File: src/rtl/pipeline_pkg.sv
// pipeline_pkg: shared register-file widths and the writeback entry type
package pipeline_pkg;
  localparam int REG_ADDR_W = 5;
  localparam int REG_DATA_W = 32;
  typedef struct packed {
    logic                  valid;
    logic [REG_ADDR_W-1:0] wr;
    logic [REG_DATA_W-1:0] wd;
  } wb_entry_t;
endpackage

File: src/rtl/rf_write_queue_if.sv
// rf_write_queue_if: writeback enqueue, register-file drain and decode lookup signals; RF_WQ_FWD_EN adds fwd1/fwd2
interface rf_write_queue_if #(
  parameter int DEPTH  = 4,
  parameter int DATA_W = 32,
  parameter int ADDR_W = 5
);
  logic              in_valid;
  logic              in_ready;
  logic [ADDR_W-1:0] in_wr;
  logic [DATA_W-1:0] in_wd;
  logic              drain_en;
  logic              write;
  logic [ADDR_W-1:0] WR;
  logic [DATA_W-1:0] WD;
  logic [ADDR_W-1:0] PR1;
  logic [ADDR_W-1:0] PR2;
  logic              hit1;
  logic              hit2;
  logic [$clog2(DEPTH):0] count;
`ifdef RF_WQ_FWD_EN
  logic [DATA_W-1:0] fwd1;
  logic [DATA_W-1:0] fwd2;
  modport master (output in_valid, in_wr, in_wd, drain_en, PR1, PR2,
                  input in_ready, write, WR, WD, hit1, hit2, count, fwd1, fwd2);
  modport slave  (input in_valid, in_wr, in_wd, drain_en, PR1, PR2,
                  output in_ready, write, WR, WD, hit1, hit2, count, fwd1, fwd2);
`else
  modport master (output in_valid, in_wr, in_wd, drain_en, PR1, PR2,
                  input in_ready, write, WR, WD, hit1, hit2, count);
  modport slave  (input in_valid, in_wr, in_wd, drain_en, PR1, PR2,
                  output in_ready, write, WR, WD, hit1, hit2, count);
`endif
endinterface

File: src/rtl/rf_wq_match.sv
// rf_wq_match: pending-write lookup for one read port; RF_WQ_FWD_EN returns the youngest matching data
module rf_wq_match #(
  parameter int DEPTH  = 4,
`ifdef RF_WQ_FWD_EN
  parameter int DATA_W = 32,
`endif
  parameter int ADDR_W = 5
) (
  input  logic [DEPTH-1:0]          valid,
  input  logic [ADDR_W-1:0]         wr [DEPTH],
`ifdef RF_WQ_FWD_EN
  input  logic [DATA_W-1:0]         wd [DEPTH],
  input  logic [$clog2(DEPTH)-1:0]  head,
  output logic [DATA_W-1:0]         fwd,
`endif
  input  logic [ADDR_W-1:0]         pr,
  output logic                      hit
);
  localparam int IW = $clog2(DEPTH);
  always_comb begin
    hit = 1'b0;
    for (int i = 0; i < DEPTH; i++)
      hit = hit | (valid[i] && wr[i] == pr && pr != '0);
  end
`ifdef RF_WQ_FWD_EN
  // Valid entries are contiguous from head, so the last match in head order is the youngest.
  always_comb begin
    fwd = '0;
    for (int i = 0; i < DEPTH; i++)
      fwd = (valid[head + IW'(i)] && wr[head + IW'(i)] == pr && pr != '0) ? wd[head + IW'(i)] : fwd;
  end
`endif
endmodule

File: src/rtl/rf_write_queue.sv
// rf_write_queue: register-file writeback FIFO with RAW lookup; RF_WQ_FWD_EN adds youngest-match forwarding
module rf_write_queue
  import pipeline_pkg::*;
#(
  parameter int DEPTH   = 4,
  parameter int DATA_W  = REG_DATA_W,
  parameter int ADDR_W  = REG_ADDR_W,
  parameter bit DROP_R0 = 1'b1
) (
  input logic            clk,
  input logic            rst,
  rf_write_queue_if.slave q
);
  localparam int IW = $clog2(DEPTH);
  localparam int PW = IW + 1;
  logic [PW-1:0]     head_q, head_d, tail_q, tail_d;
  logic [DEPTH-1:0]  valid_q, valid_d;
  logic [ADDR_W-1:0] wr_q [DEPTH];
  logic [ADDR_W-1:0] wr_d [DEPTH];
  logic [DATA_W-1:0] wd_q [DEPTH];
  logic [DATA_W-1:0] wd_d [DEPTH];
  logic [IW-1:0]     hidx, tidx;
  logic              full, empty, push, pop, h1, h2;
  always_comb begin
    hidx = head_q[IW-1:0];
    tidx = tail_q[IW-1:0];
    empty = head_q == tail_q;
    full = hidx == tidx && head_q[IW] != tail_q[IW];
    pop = !empty && q.drain_en && !rst;
    push = q.in_valid && !full && !(DROP_R0 && q.in_wr == '0);
    head_d = head_q + PW'(pop);
    tail_d = tail_q + PW'(push);
    valid_d = valid_q;
    wr_d = wr_q;
    wd_d = wd_q;
    if (pop) valid_d[hidx] = 1'b0;
    if (push) begin
      valid_d[tidx] = 1'b1;
      wr_d[tidx] = q.in_wr;
      wd_d[tidx] = q.in_wd;
    end
  end
  always_ff @(posedge clk) begin
    if (rst) begin
      head_q  <= '0;
      tail_q  <= '0;
      valid_q <= '0;
    end else begin
      head_q  <= head_d;
      tail_q  <= tail_d;
      valid_q <= valid_d;
      wr_q    <= wr_d;
      wd_q    <= wd_d;
    end
  end
  assign q.in_ready = !full;
  assign q.write    = pop;
  assign q.WR       = pop ? wr_q[hidx] : '0;
  assign q.WD       = pop ? wd_q[hidx] : '0;
  assign q.count    = tail_q - head_q;
  assign q.hit1     = h1;
  assign q.hit2     = h2;
`ifdef RF_WQ_FWD_EN
  logic [DATA_W-1:0] f1, f2;
  assign q.fwd1 = f1;
  assign q.fwd2 = f2;
`endif
  rf_wq_match #(
    .DEPTH(DEPTH),
`ifdef RF_WQ_FWD_EN
    .DATA_W(DATA_W),
`endif
    .ADDR_W(ADDR_W)
  ) u_match1 (
    .valid(valid_q),
    .wr(wr_q),
`ifdef RF_WQ_FWD_EN
    .wd(wd_q),
    .head(hidx),
    .fwd(f1),
`endif
    .pr(q.PR1),
    .hit(h1)
  );
  rf_wq_match #(
    .DEPTH(DEPTH),
`ifdef RF_WQ_FWD_EN
    .DATA_W(DATA_W),
`endif
    .ADDR_W(ADDR_W)
  ) u_match2 (
    .valid(valid_q),
    .wr(wr_q),
`ifdef RF_WQ_FWD_EN
    .wd(wd_q),
    .head(hidx),
    .fwd(f2),
`endif
    .pr(q.PR2),
    .hit(h2)
  );
endmodule
File: src/flat_wrapper.sv
// flat-port wrapper written by rule: the top's interface ports become plain ports
module rf_write_queue_flat import pipeline_pkg::*;
#(
  parameter int DEPTH   = 4,
  parameter int DATA_W  = REG_DATA_W,
  parameter int ADDR_W  = REG_ADDR_W,
  parameter bit DROP_R0 = 1'b1
)
  (clk, rst, q_in_valid, q_in_wr, q_in_wd, q_drain_en, q_PR1, q_PR2, q_in_ready, q_write, q_WR, q_WD, q_hit1, q_hit2, q_count);
  rf_write_queue_if #(.DEPTH(DEPTH), .DATA_W(DATA_W), .ADDR_W(ADDR_W)) q_i ();
  input logic clk;
  input logic rst;
  input wire logic [$bits(q_i.in_valid)-1:0] q_in_valid;
  input wire logic [$bits(q_i.in_wr)-1:0] q_in_wr;
  input wire logic [$bits(q_i.in_wd)-1:0] q_in_wd;
  input wire logic [$bits(q_i.drain_en)-1:0] q_drain_en;
  input wire logic [$bits(q_i.PR1)-1:0] q_PR1;
  input wire logic [$bits(q_i.PR2)-1:0] q_PR2;
  output wire logic [$bits(q_i.in_ready)-1:0] q_in_ready;
  output wire logic [$bits(q_i.write)-1:0] q_write;
  output wire logic [$bits(q_i.WR)-1:0] q_WR;
  output wire logic [$bits(q_i.WD)-1:0] q_WD;
  output wire logic [$bits(q_i.hit1)-1:0] q_hit1;
  output wire logic [$bits(q_i.hit2)-1:0] q_hit2;
  output wire logic [$bits(q_i.count)-1:0] q_count;
  assign q_i.in_valid = q_in_valid;
  assign q_i.in_wr = q_in_wr;
  assign q_i.in_wd = q_in_wd;
  assign q_i.drain_en = q_drain_en;
  assign q_i.PR1 = q_PR1;
  assign q_i.PR2 = q_PR2;
  assign q_in_ready = q_i.in_ready;
  assign q_write = q_i.write;
  assign q_WR = q_i.WR;
  assign q_WD = q_i.WD;
  assign q_hit1 = q_i.hit1;
  assign q_hit2 = q_i.hit2;
  assign q_count = q_i.count;
  rf_write_queue #(.DEPTH(DEPTH), .DATA_W(DATA_W), .ADDR_W(ADDR_W), .DROP_R0(DROP_R0)) u_core (.clk(clk), .rst(rst), .q(q_i));
endmodule
File: config.mk
export PLATFORM = sky130hd
export DESIGN_NAME = rf_write_queue_flat
export DESIGN_NICKNAME = d
export VERILOG_FILES = /design/src/rtl/pipeline_pkg.sv /design/src/rtl/rf_write_queue_if.sv /design/src/rtl/rf_wq_match.sv /design/src/rtl/rf_write_queue.sv /design/src/flat_wrapper.sv
export SDC_FILE = /design/constraint.sdc
export NUM_CORES = 1
export LEC_CHECK = 0
export ABC_AREA = 1
export ABC_CLOCK_PERIOD_IN_PS = 5950
export CORE_MARGIN = 3
export CORE_UTILIZATION = 59
export CTS_CLUSTER_DIAMETER = 50
export DETAILED_ROUTE_END_ITERATION = 8
export GPL_TIMING_DRIVEN = 0
export HOLD_SLACK_MARGIN = 0.03
export PLACE_DENSITY = 0.93
export SYNTH_ARGS = -nofsm -noshare
export SYNTH_HDL_FRONTEND = slang
export SYNTH_HIERARCHICAL = 1
export SYNTH_SLANG_ARGS = --single-unit
File: constraint.sdc
create_clock -name clk -period 5.95 [get_ports clk]
set_clock_uncertainty 0.15 [all_clocks]
set_input_delay 1.19 -clock clk [delete_from_list [all_inputs] [get_ports clk]]
set_output_delay 1.19 -clock clk [all_outputs]
set_load 0.02 [all_outputs]
After elaboration in Yosys (flattened, before gate mapping)

Index checks and enable logic that the tools add are counted.

Bits in registers: 158
Input bits: 51
Output and inout bits: 44
Word-level logic and storage cells: 96

$add $sub $neg: 3
Order comparisons: 7
Equality and inequality tests: 11
Muxes and demuxes: 20
Bitwise operators: 12
Reduce and logical (&&, ||, !) cells: 32

Operators by type and width:

| operator           | count |
|---|---|
| $bwmux 128         | 1 |
| $mux 32            | 4 |
| $bmux 32 s2        | 1 |
| $demux 32 s2       | 1 |
| $eq 5x5->1         | 8 |
| $logic_and 1x1->1  | 24 |
| $bwmux 20          | 1 |
| $mux 5             | 4 |
| $bmux 5 s2         | 1 |
| $demux 5 s2        | 1 |
| $reduce_bool 5->1  | 2 |
| $mux 4             | 2 |
| $add 3x1->3        | 2 |
| $ge 3x3->1 const B | 2 |
| $lt 2x3->1 const B | 2 |
| $not 2->3          | 2 |
| $or 1x1->1         | 6 |
| $logic_not 5->1    | 1 |
| $and 4x4->4        | 1 |
| $demux 1 s2        | 2 |
| $ge 2x1->1 const B | 2 |
| $logic_not 1->1    | 4 |
| $not 4->4          | 1 |
| $or 4x4->4         | 1 |
| other kinds (8)    | 9 |

Depth between registers and ports, before layout

Gate-level depths: netlist (run 1).

Depth after elaboration: 9
Gate-level depth with buffers: 12
Depth with buffers taken out: 10

Cells and area by module

Netlist (run 1), hierarchy kept.

By module, submodules not included:

| module         | instances | cells an instance | area each (um^2) | seq. area each (um^2) |
|---|---|---|---|---|
| rf_write_queue | 1         | 560               | 6404.9           | 4644.5 |
| rf_wq_match    | 2         | 103               | 402.9            | 0.0 |

Worst setup path before layout (run 1)

OpenSTA, ideal clock, no wires.

Path kind: input -> output
Start point: input port rst
End point: output port q_WD[15]
Arrival time: 1862 ps
Path slack: 2748 ps
Stages: 5
Buffers on the path: 2
Cell sequence: inv_1 -> nand3_2 -> buf_6 -> buf_6 -> nor2_2

Word-level cells in the longest chain between the ends: 3

RTL lines:

| element           | line                 | text |
|---|---|---|
| from (decl)       | flat_wrapper.sv:12   | `input logic rst;` |
| $logic_not 1->1   | rf_write_queue.sv:29 | `pop = !empty && q.drain_en && !rst;` |
| $logic_and 1x1->1 | rf_write_queue.sv:29 |  |
| $mux 32           | rf_write_queue.sv:59 | `assign q.WD = pop ? wd_q[hidx] : '0;` |
| to (decl)         | flat_wrapper.sv:22   | `output wire logic [$bits(q_i.WD)-1:0] q_WD;` |

Every way passes these cells.

Final worst setup path (run 1)

Start point: input port q_PR2[3]
End point: output port q_hit2

Word-level cells in the longest chain between the ends: 6
Elaborated cells on any way between the ends: 16
Those cells by class: eq/ne (4); bitwise (3); reduce/logical (9)

RTL lines:

| element                         | line               | text |
|---|---|---|
| from (decl)                     | flat_wrapper.sv:18 | `input wire logic [$bits(q_i.PR2)-1:0] q_PR2;` |
| $eq 5x5->1                      | rf_wq_match.sv:23  | `hit = hit \| (valid[i] && wr[i] == pr && pr != '0);` |
| $logic_and 1x1->1 (2 in series) | rf_wq_match.sv:23  |  |
| $or 1x1->1 (2 in series)        | rf_wq_match.sv:23  |  |
| $or 1x1->1 *                    | rf_wq_match.sv:23  |  |
| to (decl)                       | flat_wrapper.sv:24 | `output wire logic [$bits(q_i.hit2)-1:0] q_hit2;` |

Mark *: on every way between the ends. The rest lies on a longest branch, timed or not.

==> reports/metrics.sh, run 1 <==
OUTCOME='completed'
ANTENNA_VIOLATING_NETS_POST_ROUTE=0
GRT_BUSIEST_LAYER='met2'
DETAIL_ROUTE.WL_PER_CELL_UM=17.7
CRITPATHKIND='in2out'
CTS_RESIZED=0
TRITONCTS='done'
IO_PINS=95
FMAX_MHz=227
GRT_PASS1_WL_UM=28200
CRITPATHSLOWESTCELL='clkdlybuf4s50_1'
DIE_HT_UM=117
SYNTH_FP_NETS=824
CTS_MADE_BUFFERS=17
CLOCK_TREE.HTREE_LEVEL_COUNT=4
FINAL.SETUP.TNS_PS=0
GRT_USE_TOTAL=0.279
MAXCAPVIOLCOUNT=0
MAXSLEWHEADROOM=0.360
CELLPOWERDENSITY_nW_PER_UM2=292
AREA.GROWTH.SYNTH_TO_FINAL_PCT=23.3
DETAILEDROUTE.FIRSTITERATIONVIOLATIONS=726
CLKTRANSATPATHREGS_PS=60
DRT_PRE_ANTENNA_ITERS=7
GRT_MAX_DEGREE=38
MOST_COMMON_CELL_AFTER_LAYOUT_FILL_AND_TAPS_ASIDE='nand2_1'
LEAKAGEPOWER_nW=3.85
HOLD_PATH.CLASS='reg2reg'
SKEW_PAIR_LATE_INSERTION_DELAY_PS=420
STARTPOINT_TYPE='input port'
GLOBALPLACE.CONGESTION=0.908
VIASPERCELL=5.48
YOSYSWARNINGS=6
GLOBAL_ROUTE.USAGE.MET2=0.483
CRITICAL_PATH.MAX_FANOUT=6
GLOBAL_ROUTE.OVERFLOW_TOTAL=0
PORT-BUFFER-COUNT=94
CLOCK_TREE_BUF_DEPTH=2
FIRST_GLOBAL_VIAS=5683
POST_SYNTH.CELL_AREA_AVG_UM2=9.41
ROW_COUNT=39
DR_TOTAL_VIAS=5676
N_ANTENNA_CELL=0
INITIAL_UTILIZATION=0.618
TOTAL_DESIGN_POWER_W=0.00260
HOLD_BUFFERS=0
WORST-R2R-SETUP-SLACK_PS=3140
DIE_W_UM=117
REQUIRED_PS=4610
FINALHOLDVIOLCOUNT=0
FINALSETUPVIOLATIONS=0
RSZ0062_AT_GRT='no'
WORST_IR_DROP_VDD_V=0.000260
SYNTH_SEQ_CELLS=158
GROUTE.LAYER.MET1.USAGE=0.334
SYNTH.CELL_AREA_UM2=7210
NUM-NETS-FINAL=937
DESIGN.DIE.AREA_UM2=13600
WIRELENGTH_UM=18400
SYNTHDISTINCTLIBCELLS=20
PLACE.DETAILED.HPWL_UM=11300
NUMBER_OF_ANTENNA_VIOLATIONS_AT_THE_FIRST_CHECK_IN_GLOBAL_ROUTING=0
WORST_SLEW_PIN_SLEW_PS=958
CLK_ROOT_BUFFER_CELL='clkbuf_16'
POST_CTS.REPAIR.SETUP_BUFFERS=0
FINAL_LAYOUT_SIZE_SUFFIX_GT1_FRAC=0.110
CLKSINKCOUNT=158
FINAL-MAX-SLEW-VIOLATION-COUNT=0
SETUP.WORST_PATH.END_CLASS='output pin'
TIMING.CRITICAL_PATH.CELLS='clkdlybuf4s50_1, inv_2, nand2_1, nand2_1, nor2_1, nand3_1, nand2_1, nor2_1, nor2_1, clkdlybuf4s50_1'
CP_DATA_ARRIVAL_TIME_PS=3070
SEQ_TOTAL_AREA_YOSYS=0.644
COREAREA_UM2=11700
LAYOUT_COMMON_CELLS='nand2_1, edfxtp_1, nor2_1, clkdlybuf4s50_1, inv_1'
FILLER_CELL_COUNT=684
GRT_USE_MET3=0.0585
DRT_DRC_VIOLATIONS_LEFT=0
PERIOD_NEEDED_PS=4410
NETLIST_INSTANCES=766
FINAL_UTIL=0.762
CP_SLOWEST_STAGE_DELAY_PS=630
MIN_PERIOD_OVER_PERIOD=0.741
==> flip-flops by register name, summed over array words and instances (netlist names) <==
register and count:
u_core/wd_q 128, u_core/wr_q 20, u_core/valid_q 4, u_core/head_q 3
u_core/tail_q 3
==> stage by stage <==
stage | std cells | hold WS [ps] | cell area [um^2] | worst slack [ps]
final | 1035 | 441 | 8890 | 1540
after floorplan | 766 | 354 | 7210 | 2750
after global placement | 1003 | 374 | 8330 | 1600
after detailed placement | 1003 | 382 | 8330 | 1570
after global routing | 1035 | 466 | 8890 | 1430
after CTS | 1035 | 435 | 8890 | 1570
==> power breakdown <==
part / switching, W / total, W / internal, W
Combinational: 0.000193 / 0.000311 / 0.000118
Clock: 0.000440 / 0.00102 / 0.000580
Sequential: 0.0000162 / 0.00127 / 0.00125
==> area by class of cell <==
| cell class | count | area (um^2) | share of cell area |
|---|---|---|---|
| Buffer | 21 | 163 | 0.0183 |
| Clock buffer | 17 | 425 | 0.0478 |
| Clock inverter | 15 | 136 | 0.0153 |
| Inverter | 73 | 274 | 0.0308 |
| Multi-Input combinational cell | 514 | 2130 | 0.239 |
| Sequential cell | 158 | 4640 | 0.522 |
| Tap cell | 143 | 179 | 0.0201 |
| Timing Repair Buffer | 94 | 941 | 0.106 |
==> kinds of logic (layout without fill, tap and decap cells) <==
group / count (synthesis) / in the layout / share of synthesized area
simple gates: 502 / 502 / 0.277
flops: 158 / 158 / 0.644
buf+inv: 94 / 220 / 0.0606
fa+ha+maj: 7 / 7 / 0.0132
xor+xnor: 3 / 3 / 0.00364
compound gates: 2 / 2 / 0.00139
==> Yosys cell counts <==
cell	instances	area, um^2
a21oi_1	2	10.0
buf_2	7	35.0
buf_4	6	45.0
buf_6	7	78.8
clkbuf_1	1	3.75
dfxtp_1	10	200
edfxtp_1	148	4440
fa_1	1	20.0
ha_1	6	75.1
inv_1	59	221
inv_2	14	52.6
nand2_1	353	1330
nand2_2	1	6.26
nand3_1	19	95.1
nand3_2	1	10.0
nand3_4	1	17.5
nor2_1	99	372
nor2_2	26	163
nor3_1	2	10.0
xnor2_1	3	26.3
==> critical path, delay by kind of cell <==
family / cells / cell delay [ps]
simple gates: 7 / 520
buf+inv: 3 / 1340
==> routing by layer <==
layer / wire (um) / vias up
met5: 0 / -
met4: 728 / 0
met3: 1520 / 76
met2: 9290 / 348
met1: 6810 / 2609
li1: - / 2643
==> path summary, 6_finish.rpt <==
kind	startpoint	endpoint	cells past startpoint
worst max-delay path	q_PR2[3]	q_hit2	10
worst min-delay path	u_core/valid_q[0]	u_core/valid_q[0]	4
worst min register to register	u_core/valid_q[0]	u_core/valid_q[0]	4
worst max register to register	u_core/head_q[1]	u_core/wd_q[86]	7
Note: power is estimated with default switching activity, not from simulation.
==> run 2: changes to the inputs <==
- ABC_CLOCK_PERIOD_IN_PS: 5950 -> 4290
- CORE_UTILIZATION: 59 -> 55
- PLACE_DENSITY: 0.93 -> 0.88
- clock period: 5.95 -> 4.29 ns (I/O delays scaled with it)
==> run 2 against run 1 <==
Effect of this change: sequential cell count unchanged; wire length down 6.8%; final cell count up 2.6%; first-iteration DRC count down 12%; die area up 6.9%; register-to-register slack worse by 1500 ps; highest routed layer unchanged.
==> reports/metrics.sh, run 2 (synthesized netlist as in run 1, its figures left out) <==
ROW_COUNT=41  # was 39
CRITPATHSLOWESTCELL='clkdlybuf4s50_1'  # unchanged
DESIGN.DIE.AREA_UM2=14500  # was 13600 um^2
PLACE.DETAILED.HPWL_UM=10700  # was 11300 um
PERIOD_NEEDED_PS=3710
CP_SLOWEST_STAGE_DELAY_PS=610  # was 630 ps
AREA.GROWTH.SYNTH_TO_FINAL_PCT=24.3  # was 23.3%
VIASPERCELL=5.24  # was 5.48
DETAIL_ROUTE.WL_PER_CELL_UM=16.1  # was 17.7 um
DRT_DRC_VIOLATIONS_LEFT=0  # unchanged
NUM-NETS-FINAL=937  # unchanged
DETAILEDROUTE.FIRSTITERATIONVIOLATIONS=642  # was 726
PORT-BUFFER-COUNT=94  # unchanged
WORST_IR_DROP_VDD_V=0.000347  # was 0.000260 V
DIE_HT_UM=121  # was 117 um
CLK_ROOT_BUFFER_CELL='clkbuf_16'  # unchanged
DIE_W_UM=121  # was 117 um
RSZ0062_AT_GRT='no'  # unchanged
CTS_RESIZED=0  # unchanged
DR_TOTAL_VIAS=5562  # was 5676
FINAL_UTIL=0.705  # was 0.762
FINAL.SETUP.TNS_PS=0  # unchanged
ANTENNA_VIOLATING_NETS_POST_ROUTE=0  # unchanged
N_ANTENNA_CELL=0  # unchanged
CRITICAL_PATH.MAX_FANOUT=6  # unchanged
GRT_PASS1_WL_UM=26200  # was 28200 um
LAYOUT_COMMON_CELLS='nand2_1, edfxtp_1, nor2_1, clkdlybuf4s50_1, inv_1'  # unchanged
LARGESTREGISTERS='u_core/wd_q x128, u_core/wr_q x20, u_core/valid_q x4'  # unchanged
TIMING.CRITICAL_PATH.CELLS='clkdlybuf4s50_1, inv_2, nand2_1, nand2_1, nor2_1, nand3_1, nand2_1, nor2_1, nor2_1, clkdlybuf4s50_1'  # unchanged
SETUP.WORST_PATH.END_CLASS='output pin'  # unchanged
FMAX_MHz=270
SKEW_PAIR_LATE_INSERTION_DELAY_PS=400  # was 420 ps
INTERNAL_POWER_COMPONENT_W=0.00286  # was 0.00195 W
GRT_MAX_DEGREE=38  # unchanged
SWITCHING_SHARE=0.228  # was 0.250
FINAL-MAX-SLEW-VIOLATION-COUNT=0  # unchanged
COREAREA_UM2=12700  # was 11700 um^2
MAXCAPVIOLCOUNT=0  # unchanged
DRT_PRE_ANTENNA_ITERS=5  # was 7
REQUIRED_PS=3280  # was 4610 ps
SEQPWRFRAC=0.474  # was 0.488
TOP_REGISTER='u_core/wd_q'  # unchanged
MAXSLEWHEADROOM=0.350  # was 0.360
CELLPOWERDENSITY_nW_PER_UM2=413  # was 292 nW/um^2
POWER.CLOCK.FRACTION=0.410  # was 0.393
HOLD_PATH.CLASS='reg2reg'  # unchanged
GRT_USE_TOTAL=0.237  # was 0.279
FINAL_LAYOUT_SIZE_SUFFIX_GT1_FRAC=0.107  # was 0.110
CRITPATHKIND='in2out'  # unchanged
WIRELENGTH_UM=17100  # was 18400 um
CLOCK_TREE.HTREE_LEVEL_COUNT=4  # unchanged
POST_CTS.REPAIR.SETUP_BUFFERS=0  # unchanged
CTS_MADE_BUFFERS=17  # unchanged
STARTPOINT_TYPE='input port'  # unchanged
GLOBALPLACE.CONGESTION=0.925  # was 0.908
WORST_SLEW_PIN_SLEW_PS=974  # was 958 ps
MIN_PERIOD_OVER_PERIOD=0.864
NUMBER_OF_ANTENNA_VIOLATIONS_AT_THE_FIRST_CHECK_IN_GLOBAL_ROUTING=0  # unchanged
MOST_COMMON_CELL_AFTER_LAYOUT_FILL_AND_TAPS_ASIDE='nand2_1'  # unchanged
P_SWITCHING_W=0.000844  # was 0.000650 W
GLOBAL_ROUTE.OVERFLOW_TOTAL=0  # unchanged
CLOCK_TREE_BUF_DEPTH=2  # unchanged
PROPORTION_OF_POWER_DRAWN_BY_COMBINATIONAL_GATES=0.115  # was 0.120
LARGEST_REGISTER_FF_COUNT=128  # unchanged
FINALSETUPVIOLATIONS=0  # unchanged
FINALHOLDVIOLCOUNT=0  # unchanged
CLKSINKCOUNT=158  # unchanged
HOLD_BUFFERS=0  # unchanged
CLKTRANSATPATHREGS_PS=60  # about the same
LEAKAGEPOWER_nW=3.87  # was 3.85 nW
INITIAL_UTILIZATION=0.567  # was 0.618
OUTCOME='completed'  # unchanged
TRITONCTS='done'  # unchanged
CP_DATA_ARRIVAL_TIME_PS=2700  # was 3070 ps
FIRST_GLOBAL_VIAS=5266  # was 5683
IO_PINS=95  # unchanged
## run 2: layout make-up
cell class,instances,area [um^2]
inverter,73,274
clock buffer,18,429
sequential,158,4640
fill,896,3760
timing repair buffer,94,941
buffer,21,163
tap,172,215
clock inverter,12,170
multi-input combinational,514,2130
## run 2: per-layer routing
layer / vias to the layer above / routed length (um) / share of wire / global-route usage
met5: - / 0 / 0 / 0
met4: 0 / 433 / 0.025 / 0.0857
met3: 45 / 1310 / 0.076 / 0.0491
met2: 289 / 8650 / 0.51 / 0.414
met1: 2590 / 6720 / 0.39 / 0.292
li1: 2638 / - / - / -
## run 2: power groups by stage
stage	combinational [W]	sequential [W]	clock, W
floorplan	0.000233	0.00178	0
CTS	0.000426	0.00176	0.00153
global placement	0.000405	0.00179	0
global route	0.000465	0.00176	0.00159
finish	0.000428	0.00176	0.00152
detailed placement	0.000417	0.00179	0
## run 2: through the flow
| stage | hold WS [ps] | std cells | setup WS (ps) | instance area, um^2 | power [W] |
|---|---|---|---|---|---|
| final | 413 | 1062 | 582 | 8970 | 0.00371 |
| after CTS | 401 | 1062 | 597 | 8970 | 0.00371 |
| after global routing | 454 | 1062 | 424 | 8970 | 0.00382 |
| after detailed placement | 390 | 1032 | 603 | 8370 | 0.00221 |
| after global placement | 377 | 1032 | 478 | 8370 | 0.00219 |
| after floorplan | 354 | 766 | 1750 | 7210 | 0.00202 |
## run 2: final timing paths
check,from,to,slack (ps),cells after the start
hold reg to reg,u_core/valid_q[3],u_core/valid_q[3],410,4
hold / removal,u_core/valid_q[3],u_core/valid_q[3],410,4
setup reg to reg,u_core/head_q[1],u_core/wd_q[86],1610,7
setup / recovery,q_PR2[3],q_hit2,580,10
## run 2: critical path: cells and delay by family
| family | cells | cell delay, ps |
|---|---|---|
| buffers and inverters | 3 | 1310 |
| and+or+nand+nor | 7 | 520 |
==> run 3: changes to the inputs <==
- CTS_BUF_LIST: not set -> sky130_fd_sc_hd__clkbuf_16
==> run 3 against run 2 <==
Effect of this change: sequential share of layout area unchanged; final cell count unchanged; clock power hardly changed.
==> reports/metrics.sh, run 3 (synthesized netlist as in run 1, its figures left out) <==
LAYOUT_COMMON_CELLS='nand2_1, edfxtp_1, nor2_1, clkdlybuf4s50_1, inv_1'  # unchanged
CLKSINKCOUNT=158  # unchanged
CELLPOWERDENSITY_nW_PER_UM2=413  # about the same
GRT_MAX_DEGREE=38  # unchanged
GRT_USE_MET3=0.0491  # unchanged
DRT_DRC_VIOLATIONS_LEFT=0  # unchanged
GLOBALPLACE.CONGESTION=0.925  # unchanged
SETUP.WORST_PATH.END_CLASS='output pin'  # unchanged
COREAREA_UM2=12700  # unchanged
CTS_RESIZED=0  # unchanged
CRITICAL_PATH.TOP_DELAY_FAMILY='buffers and inverters'  # unchanged
MOST_COMMON_CELL_AFTER_LAYOUT_FILL_AND_TAPS_ASIDE='nand2_1'  # unchanged
ANTENNA_VIOLATING_NETS_POST_ROUTE=0  # unchanged
DR_TOTAL_VIAS=5502  # was 5562
HOLD_BUFFERS=0  # unchanged
WORST_SLEW_PIN_SLEW_PS=974  # about the same
FINALSETUPVIOLATIONS=0  # unchanged
CLK_ROOT_BUFFER_CELL='clkbuf_16'  # unchanged
DRT_PRE_ANTENNA_ITERS=5  # unchanged
GROUTE.LAYER.MET1.USAGE=0.292  # unchanged
HOLD_PATH_STARTPOINT='u_core/valid_q[3]'  # unchanged
FINAL.SETUP.TNS_PS=0  # unchanged
PORT-BUFFER-COUNT=94  # unchanged
REQUIRED_PS=3280  # about the same
DIE_HT_UM=121  # unchanged
POST_LAYOUT_INST_AREA_UM2=8970  # unchanged
WORST-R2R-SETUP-SLACK_PS=1610  # about the same
FINAL_LAYOUT_SIZE_SUFFIX_GT1_FRAC=0.107  # unchanged
SKEW_PAIR_LATE_INSERTION_DELAY_PS=410  # was 400 ps
MULTI_INPUT_COMB_AREA_UM2=2130  # unchanged
GRT_BUSIEST_LAYER='met2'  # unchanged
PLACE.DETAILED.HPWL_UM=10700  # unchanged
ROW_COUNT=41  # unchanged
NUM-NETS-FINAL=937  # unchanged
AREA.GROWTH.SYNTH_TO_FINAL_PCT=24.3  # unchanged
CRITICAL_PATH.STARTPOINT='q_PR2[1]'  # was q_PR2[3]
INITIAL_UTILIZATION=0.567  # unchanged
RSZ0062_AT_GRT='no'  # unchanged
CLOCK_TREE_BUF_DEPTH=2  # unchanged
CLOCK_TREE.HTREE_LEVEL_COUNT=4  # unchanged
IO_PINS=95  # unchanged
WORSTREG2REGSTART='u_core/head_q[1]'  # unchanged
DPL-INSTANCE-AREA_UM2=8370  # unchanged
GRT_PASS1_WL_UM=26200  # unchanged
LARGESTREGISTERS='u_core/wd_q x128, u_core/wr_q x20, u_core/valid_q x4'  # unchanged
MAXSLEWHEADROOM=0.349  # was 0.350
CTS_MADE_BUFFERS=17  # unchanged
CP.BUFFERS_INVERTERS=3  # unchanged
NUMBER_OF_ANTENNA_VIOLATIONS_AT_THE_FIRST_CHECK_IN_GLOBAL_ROUTING=0  # unchanged
MIN_PERIOD_OVER_PERIOD=0.863  # was 0.864
FINAL-MAX-SLEW-VIOLATION-COUNT=0  # unchanged
FIRST_GLOBAL_VIAS=5266  # unchanged
CRITPATHSLOWESTCELL='clkdlybuf4s50_1'  # unchanged
CP_DATA_ARRIVAL_TIME_PS=2690  # was 2700 ps
TIMING.CRITICAL_PATH.CELLS='clkdlybuf4s50_1, inv_2, nand2_1, nand2_1, nor2_1, nand3_1, nand2_1, nor2_1, nor2_1, clkdlybuf4s50_1'  # unchanged
LARGEST_REGISTER_FF_COUNT=128  # unchanged
WORST_IR_DROP_VDD_V=0.000347  # about the same
DETAILEDROUTE.FIRSTITERATIONVIOLATIONS=637  # was 642
HOLD_PATH.CLASS='reg2reg'  # unchanged
FINAL-SEQ-AREA_UM2=4640  # unchanged
N_ANTENNA_CELL=0  # unchanged
CRITICAL_PATH.MAX_FANOUT=5  # was 6
FINALHOLDVIOLCOUNT=0  # unchanged
OUTCOME='completed'  # unchanged
VIASPERCELL=5.18  # was 5.24
TRITONCTS='done'  # unchanged
GLOBAL_ROUTE.OVERFLOW_TOTAL=0  # unchanged
GRT_USE_TOTAL=0.237  # unchanged
DETAIL_ROUTE.WL_PER_CELL_UM=16.0  # was 16.1 um
CP_SLOWEST_STAGE_DELAY_PS=610  # about the same
CRITPATHKIND='in2out'  # unchanged
FMAX_MHz=270  # about the same
TOP_REGISTER='u_core/wd_q'  # unchanged
DESIGN.DIE.AREA_UM2=14500  # unchanged
POST_CTS.REPAIR.SETUP_BUFFERS=0  # unchanged
GLOBAL_ROUTE.USAGE.MET2=0.414  # unchanged
DIE_W_UM=121  # unchanged
LEAKAGEPOWER_nW=3.87  # about the same
WIRELENGTH_UM=17000  # was 17100 um
MAXCAPVIOLCOUNT=0  # unchanged
STARTPOINT_TYPE='input port'  # unchanged
FILLER_CELL_COUNT=896  # unchanged
PERIOD_NEEDED_PS=3700  # was 3710 ps
CLKTRANSATPATHREGS_PS=60  # about the same
run 3: cell count changes in the layout (fill, tap and decap cells not counted), sizes merged:
| cell | delta |
|---|---|
| inv | +1 |
| clkbuf | -1 |
run 3: report_power, final:
part | leakage [nW] | internal [W] | switching (W)
clock | 0.290 | 0.000960 | 0.000556
combinational | 2.16 | 0.000164 | 0.000264
sequential | 1.43 | 0.00174 | 0.0000217
run 3: worst paths after layout:
path,endpoint,cells after the start
min reg2reg,u_core/valid_q[3],4
max reg2reg,u_core/wd_q[86],7
max,q_hit2,10
min,u_core/valid_q[3],4
run 3: worst register-to-register path, cell delays in order (launching register included):
cell     delay [ps]
dfxtp_1         450
inv_2            90
ha_1            350
nand2_1          80
nor2_1           70
nor2_2          200
nand3_1         160
inv_2           740
run 3: through the flow:
stage                     setup slack (ps)  instances  hold slack (ps)  power [W]   util
final                                  589       1062              410    0.00370  0.705
after detailed placement               603       1032              390    0.00221  0.658
after global placement                 478       1032              377    0.00219  0.658
after CTS                              597       1062              401    0.00371  0.705
after floorplan                       1750        766              354    0.00202      -
after global routing                   424       1062              454    0.00381  0.705
run 3: metal layers:
metal	up-vias	wire length (um)
li1	2636	-
met1	2582	6670
met2	245	8680
met3	39	1270
met4	0	414
met5	-	0
run 3: area by class of cell:
class	instances	share of cell area
Inverter	73	0.0306
Buffer	21	0.0181
Timing Repair Buffer	94	0.105
Clock inverter	13	0.0194
Sequential cell	158	0.518
Clock buffer	17	0.0474
Multi-Input combinational cell	514	0.238
Tap cell	172	0.0240
